--- src/rtl/fnd_scan_driver.sv ---
// -----------------------------------------------------------------------------
// fnd_scan_driver
//
// Time-multiplexed scan driver for a 4-digit common-anode FND (clock display).
// One digit at a time is selected on active-low digit-select lines. That digit's
// 4-bit code goes to a downstream combinational BCD-to-FND font decoder.
// A blanking gap between digits suppresses ghosting. The packed digits are
// captured once per frame, so a mid-frame change never tears the display.
//
// Parameters
//   SCAN_DIV    clock cycles each digit is lit (SHOW phase), >= 1
//   GAP_CYCLES  blanked clock cycles before each digit (GAP phase); 0 = no gap
//
// Optional feature
//   FND_LZB_EN  when defined, leading-zero blanking is applied to the captured
//               digits. Digit n (n = 3, 2, 1) is blanked when digits n..3 are
//               all zero. Digit 0 is never blanked this way. The result is
//               OR-ed with i_blank_mask. When undefined, zeros are always shown.
//
// Ports
//   i_clk         system clock
//   i_reset       synchronous, active-high reset (priority over i_en)
//   i_en          1 = scanning; 0 = display dark, scan held at restart point
//   i_bcd[15:0]   packed digits, [3:0] = digit0 (rightmost) .. [15:12] = digit3
//   i_blank_mask  bit n = 1 forces digit n blank (applied live every cycle)
//   o_fnddigit    active-low digit select; bit n low lights digit n
//   o_bcdvalue    code for the font decoder; 4'hF = blank
//   o_frame_tick  1-cycle pulse when a new frame starts (digits captured)
// -----------------------------------------------------------------------------
module fnd_scan_driver #(
    parameter int SCAN_DIV   = 100000,
    parameter int GAP_CYCLES = 1000
) (
    input  logic        i_clk,
    input  logic        i_reset,
    input  logic        i_en,
    input  logic [15:0] i_bcd,
    input  logic [3:0]  i_blank_mask,
    output logic [3:0]  o_fnddigit,
    output logic [3:0]  o_bcdvalue,
    output logic        o_frame_tick
);

    // The counter only needs to reach the longer of the two phase lengths.
    localparam int MAX_CNT = (SCAN_DIV > GAP_CYCLES) ? SCAN_DIV : GAP_CYCLES;
    localparam int CNT_W   = (MAX_CNT < 1) ? 1 : $clog2(MAX_CNT + 1);

    localparam logic [CNT_W-1:0] SHOW_LAST = CNT_W'(SCAN_DIV - 1);
    localparam logic [CNT_W-1:0] GAP_LAST  =
        (GAP_CYCLES == 0) ? '0 : CNT_W'(GAP_CYCLES - 1);

    localparam logic [3:0] BLANK_CODE = 4'hF;
    localparam logic [3:0] SEL_NONE   = 4'b1111;

    typedef enum logic {
        ST_GAP  = 1'b0,
        ST_SHOW = 1'b1
    } state_t;

    state_t            state_reg,      state_next;
    logic [1:0]        idx_reg,        idx_next;
    logic [CNT_W-1:0]  cnt_reg,        cnt_next;
    logic [15:0]       shadow_reg,     shadow_next;
    logic [3:0]        fnddigit_reg,   fnddigit_next;
    logic [3:0]        bcdvalue_reg,   bcdvalue_next;
    logic              frame_tick_reg, frame_tick_next;

    logic              advance;

    // Per-digit views of the digits that will be displayed after this edge.
    // They are derived from shadow_next so that the first digit of a new frame
    // already shows the freshly captured value.
    logic [3:0]        digit_val [4];
    logic [3:0]        lzb_blank;

    genvar gi;
    generate
        for (gi = 0; gi < 4; gi++) begin : g_digit
            assign digit_val[gi] = shadow_next[4*gi +: 4];
        end
    endgenerate

`ifdef FND_LZB_EN
    // A digit is a leading zero when it and every digit to its left are zero.
    // The rightmost digit always shows, so "0" stays visible for a zero value.
    assign lzb_blank[0] = 1'b0;
    generate
        for (gi = 1; gi < 4; gi++) begin : g_lzb
            assign lzb_blank[gi] = (shadow_next[15:4*gi] == '0);
        end
    endgenerate
`else
    assign lzb_blank = 4'b0000;
`endif

    // -------------------------------------------------------------------------
    // Sequencing: state, digit index, phase counter and frame capture.
    // -------------------------------------------------------------------------
    always_comb begin
        state_next      = state_reg;
        idx_next        = idx_reg;
        cnt_next        = cnt_reg + CNT_W'(1);
        shadow_next     = shadow_reg;
        frame_tick_next = 1'b0;
        advance         = 1'b0;

        if (!i_en) begin
            // Park at the restart point; the captured digits are kept.
            state_next = ST_GAP;
            idx_next   = 2'd3;
            cnt_next   = '0;
        end else begin
            unique case (state_reg)
                ST_GAP: begin
                    // With no gap configured, GAP is only ever the one-cycle
                    // post-reset/restart state and moves on immediately.
                    if ((GAP_CYCLES == 0) || (cnt_reg == GAP_LAST)) begin
                        advance = 1'b1;
                    end
                end
                ST_SHOW: begin
                    if (cnt_reg == SHOW_LAST) begin
                        if (GAP_CYCLES == 0) begin
                            advance = 1'b1;
                        end else begin
                            state_next = ST_GAP;
                            cnt_next   = '0;
                        end
                    end
                end
                default: begin
                    state_next = ST_GAP;
                    cnt_next   = '0;
                end
            endcase
        end

        if (advance) begin
            state_next = ST_SHOW;
            cnt_next   = '0;
            idx_next   = idx_reg + 2'd1;
            // Wrapping back to digit 0 starts a new frame: capture the digits.
            if (idx_next == 2'd0) begin
                shadow_next     = i_bcd;
                frame_tick_next = 1'b1;
            end
        end
    end

    // -------------------------------------------------------------------------
    // Output decode. Computed from the next state so the registered outputs
    // change on the same edge as the state/index.
    // -------------------------------------------------------------------------
    always_comb begin
        fnddigit_next = SEL_NONE;
        bcdvalue_next = BLANK_CODE;

        if (state_next == ST_SHOW) begin
            fnddigit_next = ~(4'b0001 << idx_next);
            if (i_blank_mask[idx_next] || lzb_blank[idx_next]) begin
                bcdvalue_next = BLANK_CODE;
            end else begin
                bcdvalue_next = digit_val[idx_next];
            end
        end
    end

    // -------------------------------------------------------------------------
    // Registers
    // -------------------------------------------------------------------------
    always_ff @(posedge i_clk) begin
        if (i_reset) begin
            state_reg      <= ST_GAP;
            idx_reg        <= 2'd3;
            cnt_reg        <= '0;
            shadow_reg     <= 16'hFFFF;
            fnddigit_reg   <= SEL_NONE;
            bcdvalue_reg   <= BLANK_CODE;
            frame_tick_reg <= 1'b0;
        end else begin
            state_reg      <= state_next;
            idx_reg        <= idx_next;
            cnt_reg        <= cnt_next;
            shadow_reg     <= shadow_next;
            fnddigit_reg   <= fnddigit_next;
            bcdvalue_reg   <= bcdvalue_next;
            frame_tick_reg <= frame_tick_next;
        end
    end

    assign o_fnddigit   = fnddigit_reg;
    assign o_bcdvalue   = bcdvalue_reg;
    assign o_frame_tick = frame_tick_reg;

endmodule

--- config.mk ---
export PLATFORM = sky130hd
export DESIGN_NAME = fnd_scan_driver
export DESIGN_NICKNAME = d
export VERILOG_FILES = /design/src/rtl/fnd_scan_driver.sv
export SDC_FILE = /design/constraint.sdc
export NUM_CORES = 1
export LEC_CHECK = 0
export ABC_AREA = 1
export BUFFER_PORTS_ARGS = -buffer_cell sky130_fd_sc_hd__buf_2
export CAP_MARGIN = 10
export CORE_MARGIN = 1.5
export CORE_UTILIZATION = 30
export DETAILED_ROUTE_END_ITERATION = 6
export GPL_TIMING_DRIVEN = 0
export HOLD_SLACK_MARGIN = 0.08
export SLEW_MARGIN = 10
export SYNTH_ARGS = -nofsm -noshare
export SYNTH_HDL_FRONTEND = slang
export SYNTH_SLANG_ARGS = --single-unit
--- constraint.sdc ---
create_clock -name i_clk -period 1.8 [get_ports i_clk]
set_clock_uncertainty 0.15 [all_clocks]
set_input_delay 0 -clock i_clk [delete_from_list [all_inputs] [get_ports i_clk]]
set_output_delay 0 -clock i_clk [all_outputs]
set_load 0.1 [all_outputs]
### After elaboration in Yosys (flattened, before gate mapping)

Cells that the tools add are included.

* muxes and demuxes: 21
* bitwise operators: 5
* shift-type cells: 1
* equality and inequality tests: 2
* add/sub/neg operators: 2
* reductions and logical operators: 6
* order comparisons: 2

Operators by type and width (count)
* 2-to-1 mux 17 bit: 2
* 2-to-1 mux 16 bit: 2
* adder 17 x 1 -> 17 bit (second input constant): 1
* == test 17 x 10 -> 1 bit (second input constant): 1
* == test 17 bit (second input constant): 1
* 2-to-1 mux 1 bit: 10
* binary-select mux 4 bit (select 2 bit): 1
* 2-to-1 mux 4 bit: 2
* OR reduction 3 bit: 2
* binary-select mux 1 bit (select 2 bit): 2
* 2-to-1 mux 2 bit: 2
* inverter 4 bit: 1
* OR reduction 2 bit: 2
* left shift 1 x 2 -> 4 bit (first input constant): 1
* greater-or-equal comparator 3 bit (second input constant): 1
* less-than comparator 2 x 3 -> 1 bit (second input constant): 1
* inverter 1 bit: 3
* inverter 2 -> 3 bit: 1
* adder 2 x 1 -> 2 bit (second input constant): 1
* zero test 2 bit: 1
* logical OR 1 bit: 1

* bits of input ports: 23
* logic and storage cells: 46
* flip-flop bits (word level): 45
* output and inout bits: 9

### Depth between registers and ports, before layout

Gate-level depths: netlist of the first run.

* word-level depth: 9
* depth in mapped cells: 13
* depth with buffers taken out: 13

### Least setup slack after synthesis of the first run

Ideal clock, no wire load.

* path kind: register to register
* from: register cnt_reg[0]
* to: register bcdvalue_reg[0] (netlist: o_bcdvalue[0])
* arrival time: 1559 ps
* required time: 1534 ps
* clock period less this slack: 1825 ps
* cell stages (with the launch flop): 13
* slack: -25 ps
* cells stage by stage: dfxtp_1 > ha_1 > nand2_1 > nor2_8 > nand3_2 > nand2_4 > nand2_8 > nand2_4 > inv_2 > nand2_4 > nand2_4 > nor2_4 > nand2_1

* word-level cells in the longest chain between the ends: 9
* elaborated cells on any way between the ends: 22

RTL lines
* from (decl): line 62 `logic [CNT_W-1:0] cnt_reg, cnt_next;`
* from (signal assigned): line 183 `cnt_reg <= cnt_next;`
* == test 17 x 10 -> 1 bit: line 117 `if ((GAP_CYCLES == 0) || (cnt_reg == GAP_LAST)) begin`
* 2-to-1 mux 1 bit: line 117
* 2-to-1 mux 1 bit: line 113 `unique case (state_reg)`
* 2-to-1 mux 1 bit: line 107 `if (!i_en) begin`
* 2-to-1 mux 2 bit: line 138 `if (advance) begin`
* binary-select mux 1 bit (select 2 bit) or inverter 2 -> 3 bit (tied branches): line 160, 163
* 2-to-1 mux 1 bit (implied by the code) or binary-select mux 4 bit (select 2 bit) (tied branches): line 160, 163
* logical OR 1 bit or 2-to-1 mux 4 bit (tied branches): line 160, 163
* OR reduction 3 bit (no line) or 2-to-1 mux 4 bit (tied branches)
* to (signal assigned): line 186 `bcdvalue_reg <= bcdvalue_next;`
* to (decl): line 65 `logic [3:0] bcdvalue_reg, bcdvalue_next;`

Parallel ways exist; a longest one is shown, timed or not. The select of a mux whose other input is x is not followed.
A chain may end at the register's enable or synchronous reset.

### Final worst setup path of the first run

* from: register cnt_reg[12]
* to: register bcdvalue_reg[0] (netlist: o_bcdvalue[0])

The elaborated chain is that of the path after synthesis.

==> key figures, run 1 <==
Run status
  – Status: complete, but fails checks
  – Violated checks: setup timing

Clocking
  – Deepest clock path buffer count: 2
  – H-tree Lvls: 2
  – Root buffer cell: clkbuf_8
  – Clock-pin slew on the worst setup and hold paths: 0.10 ns
  – Sink Count: 45
  – CTS tree: built
  – CTS buffer count: 5
  – Clock Latency Late Sink: 0.30 ns

Logic synthesis
  – Seq cells post-synth: 45
  – Post-Synth XOR/XNOR Area: around 3.5%
  – Largest family of logic cells by synthesized area: simple AND/OR/NAND/NOR gates
  – Synthesized area per cell: 7.49 um^2
  – Top-count cell post-synth: nand2_1
  – Seq/Total Area, Yosys: 39.8%
  – Async set-reset flop share out of synthesis: 0%
  – Commonest cells post-synth: 101 x nand2_1, 45 x dfxtp_1, 32 x nor2_1
  – Mux cell area share after synthesis: 0%
  – Post-synth EDFFs: 0
  – Top cells by area, synth: dfxtp_1 40%, nand2_1 17%, nand3_1 6.9%
  – Post-synthesis cell count: 302
  – Synth cell types: 32
  – Synthesized area: 0.00226 mm^2
  – Synth Area in Compound Gates: 1.66%
  – Syn nets: roughly 330
  – Adder-cell share of the synthesized area: 1.66%
  – Leading area contributor after synthesis: dfxtp_1
  – Post-synthesis simple-gate area fraction: a little under half
  – Synth warnings: 0
  – Post-synth top area share: 39.8%
  – Top FF cell, synth: dfxtp_1

Global route
  – First-pass GRT wire length: approximately 9000 um
  – Antenna violations before repair: 0
  – Total global routing overflow: 0
  – Vias in the first global route: 2035
  – Total GRT Usage: 14.0%
  – Pin count of the biggest net entering global routing: 15

Layout
  – Final #Nets: ~400
  – P&R area growth vs syn: 48.6%
  – Register area: 926 um^2
  – Fillers: 725
  – Diode count: 0
  – Layout cells sized above 1: 41.1%
  – Multi-input gate area: 0.00145 mm^2
  – Largest register FFs: 17
  – Final Non-Filler Cells: 486

Critical path
  – Reg-to-Reg End: o_bcdvalue[0]
  – Reg2Reg Depth: 11
  – Setup slack, reg-to-reg: -0.12 ns
  – Critical path data required time: 1.85 ns
  – Critical path startpoint category: register
  – Worst R2R Start: cnt_reg[12]
  – WS Path Type: register to register
  – CP arrival: 1.97 ns
  – Crit. End Element: register
  – CP Max Fanout: 6

Worst hold path
  – Hold Crit Endpoint: shadow_reg[4]
  – Hold Path Depth: 7
  – Hold Crit Class: input port to register
  – Hold_sp: i_en

STA
  – RSZ-0062 raised after global routing: yes
  – Setup ws final: -0.115 ns
  – Slew Viols, Final: 0
  – Final Setup Violations: 4
  – Slew @ Worst Pin: 0.500 ns
  – Setup TNS: -0.358 ns
  – Final worst path period share: 106%
  – Maximum clock rate: 522 MHz
  – Fin. Hold Viols: 0
  – Fin crit period: roughly 1.9 ns
  – Rel. slew slack: about two thirds

Floorplanning
  – Num ports: 32
  – Die height: 89.9 um
  – Die area: 0.00807 mm^2
  – Die Wd: 89.9 um
  – Initial core utilization: 31.0%
  – Site Rows: 31
  – Core Footprint: 0.00729 mm^2

Routing
  – Per-cell routed wire length: 11.7 um
  – DRT Pass-1 Iters: 4
  – DR iter-0 viols: 82
  – Routed via count: around 2200
  – DR vias/cell: 4.47
  – Routed Antenna Nets: 0
  – Routed WL: between 5000 and 6000 um
  – DRC viols: 0

Power and ir drop
  – Leakage: 0.00146 uW
  – Peak supply drop: 0.260 mV
  – P per Cell Area: 571 mW/mm^2

Placement
  – HPWL Detailed: 3700 um
  – Placed cells: 432
  – GPL Wtd Cong: 0.790
  – Pre-CTS WS: -0.252 ns
  – I/O Buffers: 31

Run
  – Maxcap violations: 0
report_power, final:
part	switching (uW)	internal (uW)	leakage, uW
clock	365	452	0.0000574
combinational	43.4	63.8	0.00103
sequential	3.31	993	0.000372
total	412	1510	0.00146
routing by layer:
layer / track usage (%) / vias up / part of all wire (%)
met4: 5.29 / 0 / 1.1
met1: 18.5 / 997 / 48
li1: - / 1127 / -
met3: 3.30 / 4 / 3.3
met2: 22.1 / 43 / 47
met5: 0 / - / 0
what timing repair did:
action / CTS / global route
setup buffers: 7 / 12
hold buffers: 23 / 0
pin swaps: 7 / 25
cloned: 1 / 3
setup endpoints to repair: 20 / 20
endpoints found under the hold margin: 33 / 0
resized for setup: 25 / 59
cells by family after synthesis:
| group | Yosys count |
|---|---|
| flip-flops | 45 |
| AO/OA/AOI/OAI | 4 |
| adder cells (fa/ha/maj) | 3 |
| buffers and inverters | 29 |
| AND/OR/NAND/NOR | 212 |
| XOR/XNOR | 9 |
worst max-delay path, cell delays in order (launching register included):
cell	delay, ns
dfxtp_4	0.37
nor2_4	0.16
nand2_4	0.08
nor2_8	0.17
nand4_4	0.23
clkbuf_16	0.25
nand2_4	0.06
nand2_2	0.04
nand2_1	0.06
nand2_1	0.06
nor2_1	0.11
nand2_1	0.06
cell type report:
cell class / count / share of cell area, %
multi-input combinational: 229 / 43.2
sequential: 45 / 27.5
timing repair buffer: 76 / 17.8
tap: 99 / 3.68
inverter: 25 / 3.01
clock buffer: 6 / 2.46
buffer: 4 / 1.23
clock inverter: 2 / 1.12
placed cells by master, fill, tap and decap left out, drive strengths merged, types with 3 or more instances in the layout:
cell / n
dfxtp: 45
inv: 23
nor3b: 3
nand3: 33
buf: 55
ha: 3
nor3: 6
xor2: 8
nor2: 44
nand2: 115
nand4: 9
clkbuf: 8
dlygate4sd3: 23
worst max-delay path by stage:
| stage | slack, ns | to | start |
|---|---|---|---|
| 2_1_floorplan | 0.0001 | o_bcdvalue[0] | cnt_reg[0] |
| 3_3_place_gp | -0.26 | cnt_reg[13] | cnt_reg[0] |
| 3_5_place_dp | -0.25 | cnt_reg[13] | cnt_reg[0] |
| 4_1_cts | -0.03 | o_bcdvalue[2] | cnt_reg[0] |
| 5_1_grt | -0.19 | o_bcdvalue[0] | cnt_reg[12] |
| 6_report | -0.12 | o_bcdvalue[0] | cnt_reg[12] |
through the flow:
stage / utilization [%] / hold WS, ns / power [uW] / instance area [um^2]
finish: 46.1 / 0.112 / 1920 / 3360
detailed placement: 34.9 / 0.0727 / 1080 / 2540
global route: 46.1 / 0.127 / 2000 / 3360
CTS: 41.8 / 0.0961 / 1930 / 3050
floorplan: - / -0.0776 / 1050 / 2260
global placement: 34.9 / 0.0718 / 1080 / 2540
(Power assumes the default switching activity.)
==> inputs of run 2 (changes only) <==
--- a/config.mk
+++ b/config.mk
@@ -8,12 +8,11 @@
 export ABC_AREA = 1
 export BUFFER_PORTS_ARGS = -buffer_cell sky130_fd_sc_hd__buf_2
 export CAP_MARGIN = 10
-export CORE_MARGIN = 1.5
+export CORE_MARGIN = 4
 export CORE_UTILIZATION = 30
 export DETAILED_ROUTE_END_ITERATION = 6
 export GPL_TIMING_DRIVEN = 0
 export HOLD_SLACK_MARGIN = 0.08
-export SLEW_MARGIN = 10
 export SYNTH_ARGS = -nofsm -noshare
 export SYNTH_HDL_FRONTEND = slang
 export SYNTH_SLANG_ARGS = --single-unit
==> constraint.sdc (replaced) <==
create_clock -name i_clk -period 2 [get_ports i_clk]
set_clock_uncertainty 0.15 [all_clocks]
set_input_delay 0 -clock i_clk [delete_from_list [all_inputs] [get_ports i_clk]]
set_output_delay 0 -clock i_clk [all_outputs]
set_load 0.1 [all_outputs]
==> key figures, run 2 (synthesis gave the netlist of run 1 again) <==
Critical path
  – Slowest cell on crit path: dfxtp_2
  – Largest delay share family, worst path: simple AND/OR/NAND/NOR gates
  – Critical path startpoint category: register
  – WS Path Type: register to register
  – Crit-path max cell delay: 0.36 ns (about the same)
  – CP Buf/Inv Count: 1 (unchanged)
  – Critical path data required time: 2.04 ns (+0.19 ns)
  – Setup slack, reg-to-reg: 0.10 ns (+0.22 ns)
  – Crit. End Element: register
  – CP arrival: 1.93 ns (-0.04 ns)
  – Cells along the critical path: ha_2 -> nand2_2 -> nor2_8 -> buf_4 -> nand3_1 -> nand2_2 -> nor2_4 -> nand2_2 -> nand2_2 -> nor2_4 -> nand2_1
  – CP Max Fanout: 6 (unchanged)
  – Most used cell, CP: nand2_2

STA
  – Final worst path period share: 94.8% (-12 points)
  – Final Setup Violations: 0 (-4)
  – RSZ-0062 raised after global routing: yes
  – Fin. Hold Viols: 0 (unchanged)
  – Maximum clock rate: 527 MHz (+1.0%)
  – Rel. slew slack: 67.5% (+0.85 points)
  – Slew @ Worst Pin: 0.487 ns (-0.0127 ns)
  – Fin crit period: 1.90 ns (-0.0191 ns)
  – Slew Viols, Final: 0 (unchanged)

Power and ir drop
  – Pwr Total: 1650 uW (-14%)
  – Peak supply drop: 0.251 mV (-3.6%)
  – P per Cell Area: 557 mW/mm^2 (-2.4%)
  – Leakage: 0.00129 uW (-12%)

Routing
  – DRC viols: 0 (unchanged)
  – Routed via count: 2052 (-5.5%)
  – DR iter-0 viols: 81 (-1.2%)
  – Per-cell routed wire length: 10.9 um (-6.5%)
  – DR vias/cell: 4.40 (-1.4%)
  – Routed Antenna Nets: 0 (unchanged)
  – Routed WL: 5080 um (-10%)
  – DRT Pass-1 Iters: 4 (unchanged)

Run
  – Maxcap violations: 0 (unchanged)

Placement
  – HPWL Detailed: 3720 um (+0.64%)
  – GPL Wtd Cong: 0.829 (+4.8%)
  – I/O Buffers: 31 (unchanged)

Layout
  – Multi-input gate area: 0.00128 mm^2 (-12%)
  – Commonest cells after routing, fill and taps aside: 99 x nand2_1, 38 x dfxtp_1, 31 x nand3_1, 31 x buf_2, 29 x nor2_1
  – Post-Route Utilization: 40.6% (-5.5 points)
  – Fillers: 793 (+9.4%)
  – Most common cell after layout, fill and taps aside: nand2_1
  – Register area: 910 um^2 (-1.8%)
  – P&R area growth vs syn: 30.9%
  – Largest register FFs: 17 (unchanged)
  – Layout cells sized above 1: 28.1% (-13 points)
  – Diode count: 0 (unchanged)
  – Final #Nets: 393 (-4.6%)

Clocking
  – Clock Latency Late Sink: 0.29 ns (about the same)
  – H-tree Lvls: 2 (unchanged)
  – CTS tree: built
  – CTS buffer count: 5 (unchanged)
  – Sink Count: 45 (unchanged)
  – Clock-pin slew on the worst setup and hold paths: 0.08 ns (-0.02 ns)
  – Root buffer cell: clkbuf_8
  – Deepest clock path buffer count: 2 (unchanged)

Global route
  – Total global routing overflow: 0 (unchanged)
  – Total GRT Usage: 12.0% (-2.0 points)
  – Pin count of the biggest net entering global routing: 14 (-1)
  – Antenna violations before repair: 0 (unchanged)
  – Vias in the first global route: 1931 (-5.1%)
  – First-pass GRT wire length: 8670 um (-5.9%)

Floorplanning
  – Initial core utilization: 31.0% (unchanged)
  – Site Rows: 31 (unchanged)
  – Die height: 94.9 um (+5.6%)
  – Core Footprint: 0.00729 mm^2 (unchanged)
  – Die Wd: 94.9 um (+5.6%)
  – Die area: 0.00900 mm^2 (+11%)
  – Num ports: 32 (unchanged)

Run status
  – Status: completed

Worst hold path
  – Hold Crit Class: register to register
-- run 2: report_power, final --
group	total, uW	switching (uW)	internal, uW
Sequential	899	1.80	897
Clock	665	302	363
Combinational	87.5	36.5	51.0
-- run 2: timing repair --
| action | CTS | global route |
|---|---|---|
| endpoints found under the hold margin | 33 | 0 |
| endpoints found under the setup margin | 14 | 16 |
| resized for setup | 1 | 19 |
| pin swaps | 1 | 3 |
| hold buffers | 22 | 0 |
| setup buffers | 1 | 4 |
-- run 2: layer usage --
metal	global-route usage (%)	vias to the layer above	part of all wire, %	wire [um]
met4	3.61	0	0.98	50
met1	16.2	935	50	2540
met2	19.5	34	46	2330
li1	-	1078	-	-
met5	0	-	0	0
met3	1.99	5	3.1	158
-- run 2: worst reg2reg max path: cells and delay by family (launching register included) --
kind / cells / cell delay [ns]
buffers and inverters: 1 / 0.16
DFF: 1 / 0.36
adders and majority gates: 1 / 0.18
and+or+nand+nor: 9 / 0.95
-- run 2: path summary, 6_finish.rpt --
kind                                 start       endpoint  depth (start not counted)
worst min register to register  cnt_reg[0]     cnt_reg[0]                          1
worst max register to register  cnt_reg[0]  o_bcdvalue[2]                         11
worst min-delay path            cnt_reg[0]     cnt_reg[0]                          1
worst max-delay path            cnt_reg[0]  o_bcdvalue[2]                         11
-- run 2: through the flow --
step	cells	instance area [um^2]	setup WS (ns)	setup TNS, ns	hold slack [ns]
floorplan	302	2260	0.175	0	-0.0776
global placement	432	2540	-0.0741	-0.645	0.0734
detailed placement	432	2540	-0.0790	-0.730	0.0749
CTS	462	2880	0.0308	0	0.291
global route	466	2960	-0.00931	-0.0143	0.308
finish	466	2960	0.104	0	0.288
-- run 2: cell type report --
cell class / instances / area share [%]
inverter: 25 / 3.25
sequential: 45 / 30.7
clock buffer: 5 / 2.32
tap: 99 / 4.18
buffer: 4 / 1.27
clock inverter: 2 / 1.18
timing repair buffer: 58 / 13.9
multi-input combinational: 228 / 43.2
